===== config.mk =====
export PLATFORM = sky130hd
export DESIGN_NAME = neuron_stream
export DESIGN_NICKNAME = d
export VERILOG_FILES = /design/src/rtl/neuron_stream.sv
export SDC_FILE = /design/constraint.sdc
export NUM_CORES = 1
export LEC_CHECK = 0
export CAP_MARGIN = 20
export CORE_ASPECT_RATIO = 0.6
export CORE_MARGIN = 3
export CORE_UTILIZATION = 34
export DETAILED_ROUTE_END_ITERATION = 8
export GPL_TIMING_DRIVEN = 1
export PLACE_DENSITY = 0.51
export SLEW_MARGIN = 5
export SYNTH_ARGS = -nofsm -noshare
export SYNTH_HDL_FRONTEND = slang
export SYNTH_SLANG_ARGS = --single-unit

===== constraint.sdc =====
create_clock -name clk -period 20.3 [get_ports clk]
set_input_delay 6.09 -clock clk [delete_from_list [all_inputs] [get_ports clk]]
set_output_delay 6.09 -clock clk [all_outputs]
set_load 0.02 [all_outputs]

===== src/rtl/neuron_stream.sv =====
// rtl/neuron_stream.sv - streaming multiply-accumulate neuron with bias, selectable activation and output saturation
module neuron_stream #(
   parameter int DATA_W   = 8,
   parameter int N_INPUTS = 4,
   parameter int OUT_W    = 16
) (
   input  logic                     clk,
   input  logic                     rst,
   input  logic                     in_valid,
   output logic                     in_ready,
   input  logic signed [DATA_W-1:0] x,
   input  logic signed [DATA_W-1:0] w,
   input  logic                     in_last,
   input  logic signed [DATA_W-1:0] bias,
   input  logic [1:0]               act_mode,
   output logic                     y_valid,
   input  logic                     y_ready,
   output logic signed [OUT_W-1:0]  y,
   output logic                     y_sat,
   output logic                     y_frame_err
);

   // Accumulator is sized so N_INPUTS worst-case products plus a bias cannot overflow.
   localparam int ACC_W = 2*DATA_W + $clog2(N_INPUTS) + 1;
   localparam int CNT_W = $clog2(N_INPUTS + 1);
   // One guard bit above the wider of accumulator/output keeps the saturation compare exact.
   localparam int SAT_W = ((ACC_W > OUT_W) ? ACC_W : OUT_W) + 1;

   localparam logic [CNT_W-1:0] LAST_CNT = CNT_W'(N_INPUTS - 1);
   localparam logic signed [ACC_W-1:0] CLIP_MAX =
      {{(ACC_W-DATA_W+1){1'b0}}, {(DATA_W-1){1'b1}}};
   localparam logic signed [SAT_W-1:0] OUT_MAX =
      {{(SAT_W-OUT_W+1){1'b0}}, {(OUT_W-1){1'b1}}};
   localparam logic signed [SAT_W-1:0] OUT_MIN =
      {{(SAT_W-OUT_W+1){1'b1}}, {(OUT_W-1){1'b0}}};

   localparam logic [1:0] MODE_RELU  = 2'b01;
   localparam logic [1:0] MODE_CLIP  = 2'b10;
   localparam logic [1:0] MODE_LEAKY = 2'b11;

   typedef enum logic [1:0] {ACCUM, BIAS, ACT, OUT} state_t;

   state_t                    state_q, state_d;
   logic signed [ACC_W-1:0]   acc_q, acc_d;
   logic [CNT_W-1:0]          cnt_q, cnt_d;
   logic                      err_q, err_d;
   logic [1:0]                mode_q, mode_d;
   logic signed [DATA_W-1:0]  bias_q, bias_d;
   logic signed [ACC_W-1:0]   sum_q, sum_d;
   logic signed [OUT_W-1:0]   y_q, y_d;
   logic                      y_valid_q, y_valid_d;
   logic                      y_sat_q, y_sat_d;
   logic                      y_err_q, y_err_d;

   logic signed [2*DATA_W-1:0] prod;
   logic signed [ACC_W-1:0]    prod_ext;
   logic signed [ACC_W-1:0]    bias_ext;
   logic signed [ACC_W-1:0]    act_val;
   logic signed [SAT_W-1:0]    act_wide;
   logic signed [OUT_W-1:0]    sat_val;
   logic                       sat_flag;

   // Operands are sign-extended to full product width so the low bits form the signed product.
   assign prod     = {{DATA_W{x[DATA_W-1]}}, x} * {{DATA_W{w[DATA_W-1]}}, w};
   assign prod_ext = {{(ACC_W-2*DATA_W){prod[2*DATA_W-1]}}, prod};
   assign bias_ext = {{(ACC_W-DATA_W){bias_q[DATA_W-1]}}, bias_q};

   assign in_ready    = (state_q == ACCUM);
   assign y_valid     = y_valid_q;
   assign y           = y_q;
   assign y_sat       = y_sat_q;
   assign y_frame_err = y_err_q;

   // Activation on the biased sum, using the mode latched at the start of the frame.
   always_comb begin
      act_val = sum_q;
      case (mode_q)
         MODE_RELU: begin
            if (sum_q[ACC_W-1]) act_val = '0;
         end
         MODE_CLIP: begin
            if (sum_q[ACC_W-1])       act_val = '0;
            else if (sum_q > CLIP_MAX) act_val = CLIP_MAX;
         end
         MODE_LEAKY: begin
            if (sum_q[ACC_W-1]) act_val = sum_q >>> 3;
         end
         default: act_val = sum_q;
      endcase
   end

   // Clamp the activated value into the output range; only this clamp raises y_sat.
   always_comb begin
      act_wide = {{(SAT_W-ACC_W){act_val[ACC_W-1]}}, act_val};
      sat_flag = 1'b0;
      sat_val  = act_wide[OUT_W-1:0];
      if (act_wide > OUT_MAX) begin
         sat_val  = OUT_MAX[OUT_W-1:0];
         sat_flag = 1'b1;
      end else if (act_wide < OUT_MIN) begin
         sat_val  = OUT_MIN[OUT_W-1:0];
         sat_flag = 1'b1;
      end
   end

   // Frame sequencing: accumulate beats, add bias, activate, then hold the result until taken.
   always_comb begin
      state_d   = state_q;
      acc_d     = acc_q;
      cnt_d     = cnt_q;
      err_d     = err_q;
      mode_d    = mode_q;
      bias_d    = bias_q;
      sum_d     = sum_q;
      y_d       = y_q;
      y_valid_d = y_valid_q;
      y_sat_d   = y_sat_q;
      y_err_d   = y_err_q;
      case (state_q)
         ACCUM: begin
            if (in_valid) begin
               cnt_d = cnt_q + CNT_W'(1);
               if (cnt_q == '0) begin
                  acc_d  = prod_ext;
                  mode_d = act_mode;
               end else begin
                  acc_d = acc_q + prod_ext;
               end
               if (in_last || (cnt_q == LAST_CNT)) begin
                  bias_d  = bias;
                  err_d   = !in_last;
                  state_d = BIAS;
               end
            end
         end
         BIAS: begin
            sum_d   = acc_q + bias_ext;
            state_d = ACT;
         end
         ACT: begin
            y_d       = sat_val;
            y_sat_d   = sat_flag;
            y_err_d   = err_q;
            y_valid_d = 1'b1;
            state_d   = OUT;
         end
         OUT: begin
            if (y_ready) begin
               y_valid_d = 1'b0;
               acc_d     = '0;
               cnt_d     = '0;
               err_d     = 1'b0;
               state_d   = ACCUM;
            end
         end
         default: state_d = ACCUM;
      endcase
   end

   // State register; reset discards any partial frame or pending result.
   always_ff @(posedge clk) begin
      if (rst) begin
         state_q   <= ACCUM;
         acc_q     <= '0;
         cnt_q     <= '0;
         err_q     <= 1'b0;
         mode_q    <= '0;
         bias_q    <= '0;
         sum_q     <= '0;
         y_q       <= '0;
         y_valid_q <= 1'b0;
         y_sat_q   <= 1'b0;
         y_err_q   <= 1'b0;
      end else begin
         state_q   <= state_d;
         acc_q     <= acc_d;
         cnt_q     <= cnt_d;
         err_q     <= err_d;
         mode_q    <= mode_d;
         bias_q    <= bias_d;
         sum_q     <= sum_d;
         y_q       <= y_d;
         y_valid_q <= y_valid_d;
         y_sat_q   <= y_sat_d;
         y_err_q   <= y_err_d;
      end
   end

endmodule

After elaboration in Yosys (flattened, before gate mapping)
Index checks and enable logic that the tools add are counted.
Widths: inputs -> output; s select.
Operators by class
  $lt $le $gt $ge: 3
  add/sub/neg operators: 3
  muxes and demuxes: 25
  equal/unequal tests: 10
  reduce and logical (&&, ||, !) cells: 12
  multiply operators: 1
Operators with widths (number)
  $mux 19: 4
  $pmux 19 s3: 1
  $mux 18: 3
  $pmux 19 s2: 1
  $mux 16: 2
  $add 19x16->19: 1
  $add 19x8->19: 1
  $gt 19x16->1 const B: 1
  $gt 19x8->1 const B: 1
  $lt 19x16->1 const B: 1
  $mul 8x8->16: 1
  $reduce_and 3->1: 4
  $eq 2x2->1 const B: 4
  $pmux 2 s4: 1
  $mux 2: 3
  $mux 3: 2
  $pmux 3 s2: 1
  $mux 1: 5
  $eq 2x1->1 const B: 2
  $ne 2x2->1 const B: 2
  $pmux 1 s2: 2
  $reduce_and 4->1: 1
  $reduce_bool 2->1: 2
  $add 3x1->3 const B: 1
  7 further kinds: 7
Word-level totals
  bits of input ports: 31
  word-level logic and storage cells: 65
  register bits after elaboration: 73

Depth between registers and ports, before layout
  depth after elaboration: 7
  gate-level depth with buffers: 27

Least setup slack after synthesis
Ideal clock, no wire load.
  path kind: in2reg
  from: input x[3]
  to: register acc_q[18]
  path buffers: 0
  data required time: 20178 ps
  setup slack: 8654 ps
  stages on the path: 26
  setup time: 122 ps
  arrival: 11524 ps
  cell sequence: and2_1 fa_1 inv_1 fa_1 inv_1 fa_1 inv_1 fa_1 inv_1 ha_1 a21oi_1 nor2b_1 o21a_1 nor4_1 nor3_1 xor2_1 ha_1 and3_1 a221o_1 nor3_1 a21oi_1 a211oi_1 a21oi_1 xor2_1 a21oi_1 nand3b_1
Between the ends
  cells in the longest elaborated chain, start to end: 5
RTL lines
  start: declaration: RTL line 11  | input logic signed [DATA_W-1:0] x,
  $mul 8x8->16 (*): RTL line 64  | assign prod = {{DATA_W{x[DATA_W-1]}}, x} * {{DATA_W{w[DATA_W-1]}}, w};
  $add 19x16->19: RTL line 127  | acc_d = acc_q + prod_ext;
  $mux 19 (*): RTL line 123  | if (cnt_q == '0) begin
  $mux 19 (*): RTL line 121  | if (in_valid) begin
  $pmux 19 s2 (*): RTL line 119  | case (state_q)
  end signal: assignment: RTL line 164  | acc_q <= '0;
  end signal: assignment: RTL line 176  | acc_q <= acc_d;
  end: declaration: RTL line 44  | logic signed [ACC_W-1:0] acc_q, acc_d;
Mark *: on every way between the ends. The rest lies on a longest branch, timed or not. The select of a mux whose other input is x is not followed.
A chain may end at the register's enable or synchronous reset.

Worst setup path in the final report
Ends and elaborated chain as after synthesis.

==> results.yml <==
status:
  outcome: "finished, final reports clean"
die:
  rows: 40
  die_y_um: 120
  die_x_um: 196
  die-area_sq_um: 23400
  initial_utilization_pct: 35.6
  core_sq_um: 20600
  pin_count: 51
synthesis:
  yosysTopAreaCellShare_pct: 19.9
  ys.flop_type: "dfxtp_1"
  ys_async_sr_fraction_pct: 0
  synth_area_leader_cell: "dfxtp_1"
  ys_seq_area_share_pct: 19.9
  muxShareOfSynthArea_pct: 3.84
  synthCells: 880
  synth.net_count: 1040
  synth_xor_area_share_pct: 5.62
  synth_compound_area_share_pct: 17.1
  synth_top_family_by_area: "adder cells"
  ys_top_cells_by_area: "dfxtp_1 20%, fa_1 16%, ha_1 12%"
  ys_warn_count: 0
  avgSynthCellArea_sq_um: 8.33
  synthSimpleGateAreaFrac_pct: 19.1
  synth_edf_count: 0
  synth_fa_ha_area_share_pct: 27.9
  synth-seq-cells: 73
  netlist_area_sq_um: 7330
  ys_types: 52
cells_and_area:
  drive_gt1_share_pct: 3.78
  num-fill-cells: 2084
  nets: 1082
  syn_to_final_growth_pct: 15.1
  fin_util_pct: 41.0
  layout.cells.non_filler: 1200
  n_antenna_cell: 0
  multi_input_area_sq_um: 5390
  seqCellArea_sq_um: 1460
  design_area_sq_um: 8430
critical_path:
  reg2reg_slack_ns: 17.40
  start_kind: "input port"
  slowest_stage: "clkdlybuf4s50_1"
  reg2reg_depth: 10
  rr_startpoint: "acc_q[1]"
  cp.arrival_ns: 12.66
  endpoint_kind: "flop"
  cpPeakStageDelay_ns: 0.57
  worstSetupPathType: "input port to flop"
  r2r_end: "acc_q[11]"
  path_max_fanout: 8
  required_ns: 20.52
  crit_family: "adder cells"
  cp_num_buf_inv: 5
clock_network:
  cts_buffers: 9
  cts_tree: "done"
  clock_path_buffers: 2
  cts_resized: 0
  post_cts_buffers: 0
  cts_sinks: 73
  hold_buffers: 0
  clkTransAtPathRegs_ns: 0.06
  clock_latency_ns: 0.34
  h-tree-depth: 3
  cts_root_buf: "clkbuf_16"
worst_hold_path:
  hp-class: "flop to flop"
  min_path_cells: 2
  worstHoldEndpoint: "y[15]"
  min_from: "y[15]"
global_routing:
  antenna_found_initial: 0
  grt_overflow: 0
  use_met1_pct: 27.5
  grt_pass1_vias: 5884
  grt.busiest_layer: "met1"
  grt.met3_usage_pct: 3.56
  grt_max_degree: 76
  grtUsageTotal_pct: 16.1
  grt_pass1_wl_mm: 31.2
  grt_util_met2_pct: 20.2
sta:
  finalSetupViolCount: 0
  period_needed_ns: 12.43
  maxSlewHeadroom_pct: 38.2
  hold_viol_final: 0
  period_share_pct: 61.2
  slew_viol_final: 0
  rsz0062_at_grt: "no"
  tightest_slew_ns: 0.922
  tns_ns: 0
  finalClockSkew_ns: 0.00842
  fmax_mhz: 80.4
route:
  viasPerCell: 5.05
  wire_per_inst_um: 15.2
  finalWirelength_mm: 18.2
  first_pass_iters: 4
  via_count: 6060
  drt_iter0_drc: 433
  drc: 0
  ant_nets: 0
job:
  cap_violations: 0
placement:
  placed_cell_area_sq_um: 8130
  numPortBuffers: 50
  gp_congestion: 0.823
  dp_hpwl_mm: 14.7
  dp_cells: 1184
power:
  switchingPower_mw: 0.616
  clockPowerShare_pct: 12.7
  p_leak_nw: 3.77
  sw_frac_of_total_pct: 47.3
  internal-power_mw: 0.686
  max-vdd-ir-drop_uv: 74.8
  comb_power_share_pct: 71.0
  powerDensity_nw_per_um2: 154
  p_seq_share_pct: 16.4
## worst min-delay path: cells and delay by family (launching register included)
kind               cells  cell delay (ns)
AOI/OAI and AO/OA      1             0.05
DFF                    1             0.31
and+or+nand+nor        1             0.06
## cell usage after synthesis, drive strengths merged (2+ instances only)
cell type	instances
nor2	111
inv	102
dfxtp	73
ha	72
fa	57
a21oi	52
and2	51
nand2	40
xnor2	33
o21ai	28
mux2i	27
clkbuf	25
o22ai	20
nand2b	19
a22oi	17
nor3	17
xor2	14
a211oi	13
a21o	11
nor2b	11
and3	9
a22o	8
nand3	8
o21a	8
a221oi	7
nor4	5
a31oi	4
nand3b	4
a222oi	3
nand4	3
o211ai	3
o21bai	3
o41ai	3
or2	3
a311oi	2
o31a	2
or3	2
## final cells by class
type                       instances  area share [%]
inverter                         102            4.54
timing repair buffer              57            6.50
clock buffer                      10            2.83
multi-input combinational        679            64.0
tap                              273            4.05
clock inverter                     6           0.786
sequential                        73            17.3
## placed cells by master, fill, tap and decap left out, drive strengths merged, types with 3 or more instances in the layout
| cell type | synthesis | layout |
|---|---|---|
| a22oi | 17 | 17 |
| and2 | 51 | 51 |
| a31oi | 4 | 4 |
| xnor2 | 33 | 33 |
| nand4 | 3 | 3 |
| nor2b | 11 | 11 |
| a221oi | 7 | 7 |
| a21oi | 52 | 52 |
| xor2 | 14 | 14 |
| clkinvlp | 0 | 3 |
| nor3 | 17 | 17 |
| nand2b | 19 | 19 |
| a211oi | 13 | 13 |
| dfxtp | 73 | 73 |
| and3 | 9 | 9 |
| clkdlybuf4s50 | 0 | 49 |
| nor4 | 5 | 5 |
| ha | 72 | 72 |
| or2 | 3 | 3 |
| fa | 57 | 57 |
| nand2 | 40 | 40 |
| a22o | 8 | 8 |
| o21a | 8 | 8 |
| inv | 102 | 103 |
| o21ai | 28 | 28 |
| nand3 | 8 | 8 |
| buf | 1 | 8 |
| nor2 | 111 | 111 |
| o211ai | 3 | 3 |
| a222oi | 3 | 3 |
| nand3b | 4 | 4 |
| mux2i | 27 | 27 |
| o41ai | 3 | 3 |
| a21o | 11 | 11 |
| clkbuf | 25 | 10 |
| o21bai | 3 | 3 |
| o22ai | 20 | 20 |
## cells by family (layout without fill, tap and decap cells)
logic type                 Yosys count  after routing
AOI/OAI and AO/OA                  189            189
DFF                                 73             73
adders and majority gates          129            129
buffers and inverters              128            175
and+or+nand+nor                    286            286
xor gates and xnor gates            47             47
muxes                               28             28
## per-layer routing
metal | up-vias | share of wire [%]
met2 | 114 | 35
li1 | 3085 | -
met1 | 2851 | 59
met4 | 0 | 0.48
met3 | 10 | 5.1
met5 | - | 0
## power groups by stage
stage	Sequential (mW)	Clock, mW	Combinational, mW
2_1_floorplan	0.214	0	0.718
4_1_cts	0.213	0.170	0.923
5_1_grt	0.219	0.174	1.05
3_3_place_gp	0.216	0	0.927
6_report	0.213	0.165	0.924
3_5_place_dp	0.216	0	0.919
## metrics by stage
step                hold WS, ns  setup slack, ns  power, mW
floorplan                 0.449             8.65      0.932
global placement          0.478             7.74       1.14
detailed placement        0.471             7.58       1.13
CTS                       0.486             7.90       1.31
global route              0.502             7.38       1.44
finish                    0.480             7.87       1.30
## flip-flops by register name, summed over array words and instances (netlist names)
name and cells:
mode_q 2, y_sat 1, y_frame_err 1, err_q 1
state_q 2, sum_q 19, acc_q 19, y 16
bias_q 8, cnt_q 3, y_valid 1
## worst max path at each step
stage,start,endpoint,slack [ns],cells after the start
6_report,x[3],acc_q[18],7.87,26
5_1_grt,w[4],acc_q[18],7.38,27
4_1_cts,x[3],acc_q[18],7.90,27
3_5_place_dp,x[3],acc_q[18],7.58,27
3_3_place_gp,x[4],acc_q[18],7.74,27
2_1_floorplan,x[3],acc_q[18],8.65,26
No activity file was read; power rests on OpenSTA's default activity.
